[config.mk]
export PLATFORM = sky130hd
export DESIGN_NAME = wc_tile_buffer
export DESIGN_NICKNAME = d
export VERILOG_FILES = /design/src/rtl/wc_tile_buffer.sv
export SDC_FILE = /design/constraint.sdc
export NUM_CORES = 1
export LEC_CHECK = 0
export CORE_ASPECT_RATIO = 1.5
export CORE_MARGIN = 3
export CORE_UTILIZATION = 50
export CTS_BUF_LIST = sky130_fd_sc_hd__clkbuf_16
export DETAILED_ROUTE_END_ITERATION = 8
export HOLD_SLACK_MARGIN = 0.1
export PLACE_DENSITY_LB_ADDON = 0.08
export SLEW_MARGIN = 5
export SYNTH_ARGS = -nofsm -noshare
export SYNTH_HDL_FRONTEND = slang
export SYNTH_SLANG_ARGS = --single-unit
[constraint.sdc]
create_clock -name clk -period 9.09 [get_ports clk]
set_input_delay 2.727 -clock clk [delete_from_list [all_inputs] [get_ports clk]]
set_output_delay 2.727 -clock clk [all_outputs]
set_load 0.005 [all_outputs]
[src/rtl/wc_tile_buffer.sv]
// Serial-to-tile feeder for the Winograd core: assembles overlapping N-sample tiles (stride M).
// Optional macro WC_ZERO_PAD_EN prepends R=N-M zero samples to every frame ("same" padding).
module wc_tile_buffer #(
  parameter int W = 10,
  parameter int N = 8,
  parameter int M = 6
) (
  input  logic           clk,
  input  logic           rst,
  input  logic           in_valid,
  output logic           in_ready,
  input  logic           in_sof,
  input  logic [W-1:0]   in_data,
  output logic           tile_valid,
  input  logic           tile_ready,
  output logic           tile_first,
  output logic [N*W-1:0] D,
  output logic           drop_pulse
);

  localparam int R  = N - M;
  localparam int CW = $clog2(N + 1);
`ifdef WC_ZERO_PAD_EN
  localparam int PRE = R;
`else
  localparam int PRE = 0;
`endif
  localparam logic [CW-1:0] C_PRE = CW'(PRE);
  localparam logic [CW-1:0] C_R   = CW'(R);
  localparam logic [CW-1:0] C_N   = CW'(N);

  logic [CW-1:0]  r_cnt;
  logic [CW-1:0]  r_base;
  logic           r_first;
  logic [N*W-1:0] r_d;
  logic           r_drop;

  logic           w_in_acc;
  logic           w_tile_acc;
  logic [CW-1:0]  w_pending;
  logic [N*W-1:0] w_shift;

  // Lane 0 takes the new sample, every other lane takes its lower neighbour.
  assign w_shift[W-1:0] = in_data;
  generate
    for (genvar gi = 1; gi < N; gi++) begin : g_shift
      assign w_shift[gi*W +: W] = r_d[(gi-1)*W +: W];
    end
  endgenerate

  assign in_ready   = !rst && (r_cnt < C_N);
  assign tile_valid = (r_cnt == C_N);
  assign tile_first = r_first && tile_valid;
  assign D          = r_d;
  assign drop_pulse = r_drop;

  assign w_in_acc   = in_valid && in_ready;
  assign w_tile_acc = tile_valid && tile_ready;
  // Samples held beyond the overlap carried from the last emitted tile.
  assign w_pending  = r_cnt - r_base;

  always_ff @(posedge clk or posedge rst) begin
    if (rst) begin
      r_cnt   <= C_PRE;
      r_base  <= C_PRE;
      r_first <= 1'b1;
      r_d     <= '0;
      r_drop  <= 1'b0;
    end else begin
      r_drop <= 1'b0;
      if (w_tile_acc) begin
        r_cnt   <= C_R;
        r_base  <= C_R;
        r_first <= 1'b0;
      end else if (w_in_acc) begin
        if (in_sof) begin
          r_drop  <= (w_pending != '0);
          r_d     <= (N*W)'(in_data);
          r_cnt   <= C_PRE + CW'(1);
          r_base  <= C_PRE;
          r_first <= 1'b1;
        end else begin
          r_d   <= w_shift;
          r_cnt <= r_cnt + CW'(1);
        end
      end
    end
  end

endmodule

# Word level (Yosys, flattened, before mapping)
# Cells that the tools add are included.
# totals
elab_cells	33
regBits	90
output_inout_bits	84
# op_classes
addsub	2
magnitude_cmp	1
muxes	13
n_eq_ne	1
n_bitwise	1
n_reduce_logical	10
# ops
cell	count
80-bit two-way mux	1
4-bit two-way mux	6
1-bit two-way mux	6
4-bit by 1-bit adder with 4-bit output (second input constant)	1
4-bit equality test (second input constant)	1
1-bit logical AND	4
4-bit < comparator (second input constant)	1
2-bit AND reduction	2
2-bit nonzero test	2
4-bit nonzero test	1
4-bit subtractor	1
1-bit zero test	1
1-bit NOT	1

# Longest topological paths before layout
# Gate-level depths: netlist of the first run.
# logic_depth
ltp_word	5
mapped_depth	6

# Least setup slack after synthesis of the first run
# No wires, ideal clock.
# synth_path
path_kind	input port to output port
from	input rst
to	output in_ready
path_buffers	0
cell_stages	1
t_required_ns	6.363
slack_ns	3.541
arrival_time_ns	2.822
path_cell_list	nor2_1
# synth_between
elab_chain_len	2
# synth_lines
item	line	text
from (decl)	9	input logic rst,
1-bit zero test (no source line)	n/a	
1-bit logical AND	51	assign in_ready = !rst && (r_cnt < C_N);
to (decl)	11	output logic in_ready,
# Every way passes these cells.

# Final worst setup path of the first run
# Ends and elaborated chain as after synthesis.

==> results of run 1 <==
-- power by group --
group	leakage (µW)	switching (µW)	internal, µW
registers	0.00118	66.0	459
logic	0.000789	110	162
clock network	0.000164	140	266
total	0.00213	317	887
-- cells by family after synthesis --
family / Yosys count
adder cells (fa/ha/maj): 4
XOR/XNOR: 1
buffers and inverters: 24
AO/OA/AOI/OAI: 79
flip-flops: 87
AND/OR/NAND/NOR: 45
-- sequential cells by signal (all words and copies together), names as in the netlist --
register	count
D	80
drop_pulse	1
r_base	1
r_cnt	4
r_first	1
-- layer usage --
layer | vias to the layer above | routed length [µm] | track usage (%)
li1 | 1075 | - | -
met2 | 89 | 3570 | 31.8
met5 | - | 0 | 0
met4 | 0 | 82 | 8.06
met3 | 7 | 460 | 5.77
met1 | 1129 | 3060 | 26.6
-- placed cells by master, fill, tap and decap left out, types with 3 or more instances in the layout --
cell,Yosys,final
clkdlybuf4s50_1,0,98
nor2_1,3,3
clkbuf_16,0,9
inv_1,5,4
a21oi_1,4,4
dfrtp_1,86,86
bufinv_16,0,3
nand2_1,34,34
ha_1,4,4
a22o_1,71,71
-- worst paths after layout --
kind                          start        to  slack [ps]  cells past startpoint
setup / recovery                rst  in_ready        2480                      3
hold / removal                D[72]     D[72]         500                      1
setup reg to reg           r_cnt[3]     D[63]        7280                      2
hold reg to reg               D[72]     D[72]         500                      1
max in group asynchronous       rst     D[33]        5210                      3
min in group asynchronous       rst     D[76]        3190                      3
-- per-stage QoR --
step           cell area (µm²)  util [%]  setup slack [ps]  std cells  hold WS (ps)
4_1_cts                   4560      72.9              2470        411           507
6_report                  4560      72.9              2480        411           503
3_3_place_gp              4230      67.5              2500        395           486
5_1_grt                   4560      72.9              2450        411           519
2_1_floorplan             3270         -              3540        240           487
3_5_place_dp              4230      67.5              2480        395           489
-- layout make-up --
cell class                      instances  area [µm²]  share of cell area, %
Tap cell                               74        92.6                   2.03
Clock inverter                          7         111                   2.44
Inverter                                5        20.0                  0.439
Timing Repair Buffer                  100         996                   21.8
Sequential cell                        87        2180                   47.7
Clock buffer                            9         225                   4.93
Multi-Input combinational cell        129         941                   20.6
==> results.py, run 1 <==
metrics = {
    "run_status": {
        "status": "finished, final reports clean",
    },
    "detailed_routing": {
        "postRouteAntennaNets": 0,
        "wirelength_um": 7180,
        "post_drt_wl_per_cell_um": 17.5,
        "vias": 2300,
        "drtIter0Drc": 224,
        "routed_via_density": 5.60,
        "dr.pass1.iters": 4,
        "drc": 0,
    },
    "synth": {
        "synth_area_leaders": "dfrtp_1 (66%), a22o_1 (19%), nand2_1 (3.9%)",
        "synth_top_area_cell": "dfrtp_1",
        "synth_cell_types": 23,
        "synth_top_family_by_area": "compound AO/OA/AOI/OAI gates",
        "synth_edf_count": 0,
        "muxShareOfSynthArea_pct": 0,
        "synth.most_common_cell": "dfrtp_1",
        "synthSimpleGateAreaFrac_pct": 6.16,
        "synth_compound_gate_area_share_pct": 20.4,
        "synth_top_area_share_pct": 65.8,
        "yosysSeqAreaShare_pct": 66.7,
        "async_flop_share_pct": 100,
        "ys_ff_latch": 87,
        "synth_nets": 259,
        "synth_cells": 240,
        "synthFlopType": "dfrtp_1",
        "yosys_warnings": 0,
        "synthTopCellsByCount": "dfrtp_1 (86), a22o_1 (71), nand2_1 (34)",
        "syn_avg_cell_area_um2": 13.6,
        "synth_xor_area_share_pct": 0.268,
        "synth_area_um2": 3270,
        "synth_adder_area_share_pct": 1.53,
    },
    "timing": {
        "slew_violations": 0,
        "period_needed_ps": 6610,
        "slew_headroom_pct": 29.3,
        "skew_ps": 5.56,
        "worst_pin_slew_ps": 1060,
        "setup-violations-final": 0,
        "fin_setup_tns_ps": 0,
        "clock.fmax_mhz": 151,
        "grt_setup_unrepaired": "no",
        "post-route-period-util_pct": 72.7,
        "hold_viol_final": 0,
    },
    "critical_path": {
        "cpMaxStageDelayCell": "clkdlybuf4s50_1",
        "endpoint_kind": "output port",
        "start_kind": "input pin",
        "worst-path-buf-inv": 2,
        "crit_type": "in -> out",
        "crit_arrival_ps": 3880,
        "cpPeakStageDelay_ps": 520,
        "cp_max_fo": 5,
        "worstPathCellList": "clkdlybuf4s50_1 -> nor2_1 -> clkdlybuf4s50_1",
        "crit_family": "buffers and inverters",
        "worstPathRequired_ps": 6360,
        "cpMostUsedCell": "clkdlybuf4s50_1",
    },
    "floorplan": {
        "rows": 35,
        "core-area_um2": 6260,
        "io_pins": 99,
        "die_h_um": 105,
        "die_w_um": 72.0,
        "dieArea_um2": 7560,
        "start_util_pct": 52.2,
    },
    "clock_network": {
        "hold_buffers": 0,
        "cts.sinks": 87,
        "cts-resized-gates": 0,
        "cts-root-buf": "clkbuf_16",
        "cts_tree": "built",
        "cts_buffer_depth": 2,
        "clk_pin_slew_ps": 60,
        "htree_levels": 3,
        "clock_latency_ps": 330,
        "cts_buffers": 9,
        "post_cts_buffers": 0,
    },
    "grt": {
        "grt_usage_pct": 20.4,
        "grt_pass1_vias": 2267,
        "overflow": 0,
        "antenna_found_initial": 0,
        "grt_max_degree": 88,
        "grt_pass1_wl_um": 11900,
    },
    "power_and_ir_drop": {
        "vdd_drop_max_mv": 0.160,
        "p_leak_uw": 0.00213,
        "power_density_nw_per_um2": 264,
        "total_power_uw": 1200,
    },
    "layout": {
        "fillers": 435,
        "syn_to_final_growth_pct": 39.7,
        "n_antenna_cell": 0,
        "drive_gt1_share_pct": 6.23,
        "nets": 351,
    },
    "placement": {
        "gp_congestion": 0.717,
        "io_buffers": 98,
        "dp_hpwl_um": 4400,
    },
    "run": {
        "cap_violations": 0,
    },
    "worst_hold_path": {
        "hp-class": "reg -> reg",
    },
}
No activity file was read; power rests on OpenSTA's default activity.
==> run 2: changes to the inputs <==
--- a/config.mk
+++ b/config.mk
@@ -7,7 +7,7 @@
 export LEC_CHECK = 0
 export CORE_ASPECT_RATIO = 1.5
 export CORE_MARGIN = 3
-export CORE_UTILIZATION = 50
+export CORE_UTILIZATION = 42
 export CTS_BUF_LIST = sky130_fd_sc_hd__clkbuf_16
 export DETAILED_ROUTE_END_ITERATION = 8
 export HOLD_SLACK_MARGIN = 0.1
==> constraint.sdc (replaced) <==
create_clock -name clk -period 5.7 [get_ports clk]
set_input_delay 1.71 -clock clk [delete_from_list [all_inputs] [get_ports clk]]
set_output_delay 1.71 -clock clk [all_outputs]
set_load 0.005 [all_outputs]
==> run 2 against run 1 <==
Clock-buffer cell count unchanged. Critical path depth unchanged. Die area increased by 18%. Clock power grew 35%. Wire length shrank 1.1%. Via count shrank 2.7%. Largest power group unchanged. First-iteration DRC count is 46% lower. Combinational power is 58% higher. Clock skew decreased by 1.1 ps. Register-to-register slack got worse by 3400 ps.
==> results.py, run 2 (synthesis results as in run 1) <==
metrics = {
    "run_status": {
        "status": "finished, final reports clean",
    },
    "placement": {
        "io_buffers": 98,
        "dp_hpwl_um": 4480,
        "gp_congestion": 0.757,
        "place_inst": 420,
        "dp_slack_ps": 1090,
    },
    "run": {
        "cap_violations": 0,
    },
    "timing": {
        "post-route-period-util_pct": 80.7,
        "hold_viol_final": 0,
        "setup-violations-final": 0,
        "fin_setup_tns_ps": 0,
        "skew_ps": 4.49,
        "worst_pin_slew_ps": 1040,
        "grt_setup_unrepaired": "no",
        "timing.final.ws_setup_ps": 1100,
        "slew_headroom_pct": 30.7,
        "slew_violations": 0,
        "clock.fmax_mhz": 217,
        "period_needed_ps": 4600,
    },
    "clock_network": {
        "cts.sinks": 87,
        "cts_buffer_depth": 2,
        "cts_tree": "built",
        "cts-root-buf": "clkbuf_16",
        "htree_levels": 3,
        "post_cts_buffers": 0,
        "hold_buffers": 0,
        "clock_latency_ps": 330,
        "cts_buffers": 9,
        "cts-resized-gates": 0,
        "clk_pin_slew_ps": 50,
    },
    "detailed_routing": {
        "post_drt_wl_per_cell_um": 16.3,
        "routed_via_density": 5.13,
        "dr.pass1.iters": 4,
        "met1Wirelength_um": 3220,
        "postRouteAntennaNets": 0,
        "wirelength_um": 7100,
        "drtIter0Drc": 121,
        "drc": 0,
        "top_layer": "met4",
        "vias": 2237,
        "wl_met3_um": 513,
        "wl_met2_um": 3230,
    },
    "critical_path": {
        "ff2ff_setup_slack_ps": 3920,
        "endpoint_kind": "output port",
        "crit_arrival_ps": 2890,
        "worstPathRequired_ps": 3990,
        "crit_type": "in -> out",
        "cp_max_fo": 5,
        "start_kind": "input pin",
    },
    "grt": {
        "grt_max_degree": 88,
        "grt_usage_pct": 16.8,
        "grt_pass1_vias": 2179,
        "overflow": 0,
        "grt_pass1_wl_um": 11700,
        "antenna_found_initial": 0,
    },
    "floorplan": {
        "start_util_pct": 44.1,
        "core-area_um2": 7420,
        "die_w_um": 78.0,
        "io_pins": 99,
        "dieArea_um2": 8900,
        "rows": 38,
        "die_h_um": 114,
    },
    "layout": {
        "layout_common_cells": "clkdlybuf4s50_1 (98), dfrtp_1 (86), a22o_1 (71), nand2_1 (34), clkbuf_16 (9)",
        "final_cell_count_no_fill": 436,
        "n_antenna_cell": 0,
        "final_common_cell": "clkdlybuf4s50_1",
        "syn_to_final_growth_pct": 38.8,
        "largest_register_ffs": 80,
        "nets": 350,
        "drive_gt1_share_pct": 5.65,
        "utilization_pct": 61.2,
    },
    "power_and_ir_drop": {
        "p_leak_uw": 0.00211,
        "vdd_drop_max_mv": 0.236,
        "total_power_uw": 1810,
        "power_density_nw_per_um2": 400,
    },
    "worst_hold_path": {
        "hp-class": "reg -> reg",
    },
}
-- run 2: layer usage --
layer	up-vias	track usage, %
met5	-	0
met4	0	8.75
met3	9	4.58
met2	80	23.9
met1	1086	23.6
li1	1062	-
-- run 2: worst max-delay path, stage by stage --
cell	delay [ps]
clkdlybuf4s50_1	540
nor2_1	130
clkdlybuf4s50_1	500
-- run 2: area by class of cell --
| cell class | instances | area [µm²] |
|---|---|---|
| clock buffers | 9 | 225 |
| multi-input cells | 129 | 941 |
| well taps | 100 | 125 |
| clock inverters | 7 | 56.3 |
| flip-flops and latches | 87 | 2180 |
| inverters | 5 | 21.3 |
| repair buffers | 99 | 988 |
| fillers | 641 | 2880 |
-- run 2: final timing paths --
kind                                from        to  cells past startpoint
worst max-delay path                 rst  in_ready                      3
worst min-delay path               D[77]     D[77]                      1
worst max register to register  r_cnt[3]     D[12]                      2
worst min register to register     D[77]     D[77]                      1
max in group asynchronous            rst     D[10]                      2
min in group asynchronous            rst     D[66]                      2
-- run 2: through the flow --
| stage | cell area [µm²] | hold WS (ps) |
|---|---|---|
| 2_1_floorplan | 3270 | 487 |
| 3_3_place_gp | 4250 | 486 |
| 3_5_place_dp | 4250 | 491 |
| 4_1_cts | 4540 | 505 |
| 5_1_grt | 4540 | 518 |
| 6_report | 4540 | 500 |
-- run 2: power breakdown --
group	switching, µW	total (µW)	leakage [µW]	internal, µW
registers	103	835	0.00118	732
logic	172	429	0.000785	256
clock network	217	550	0.000149	332
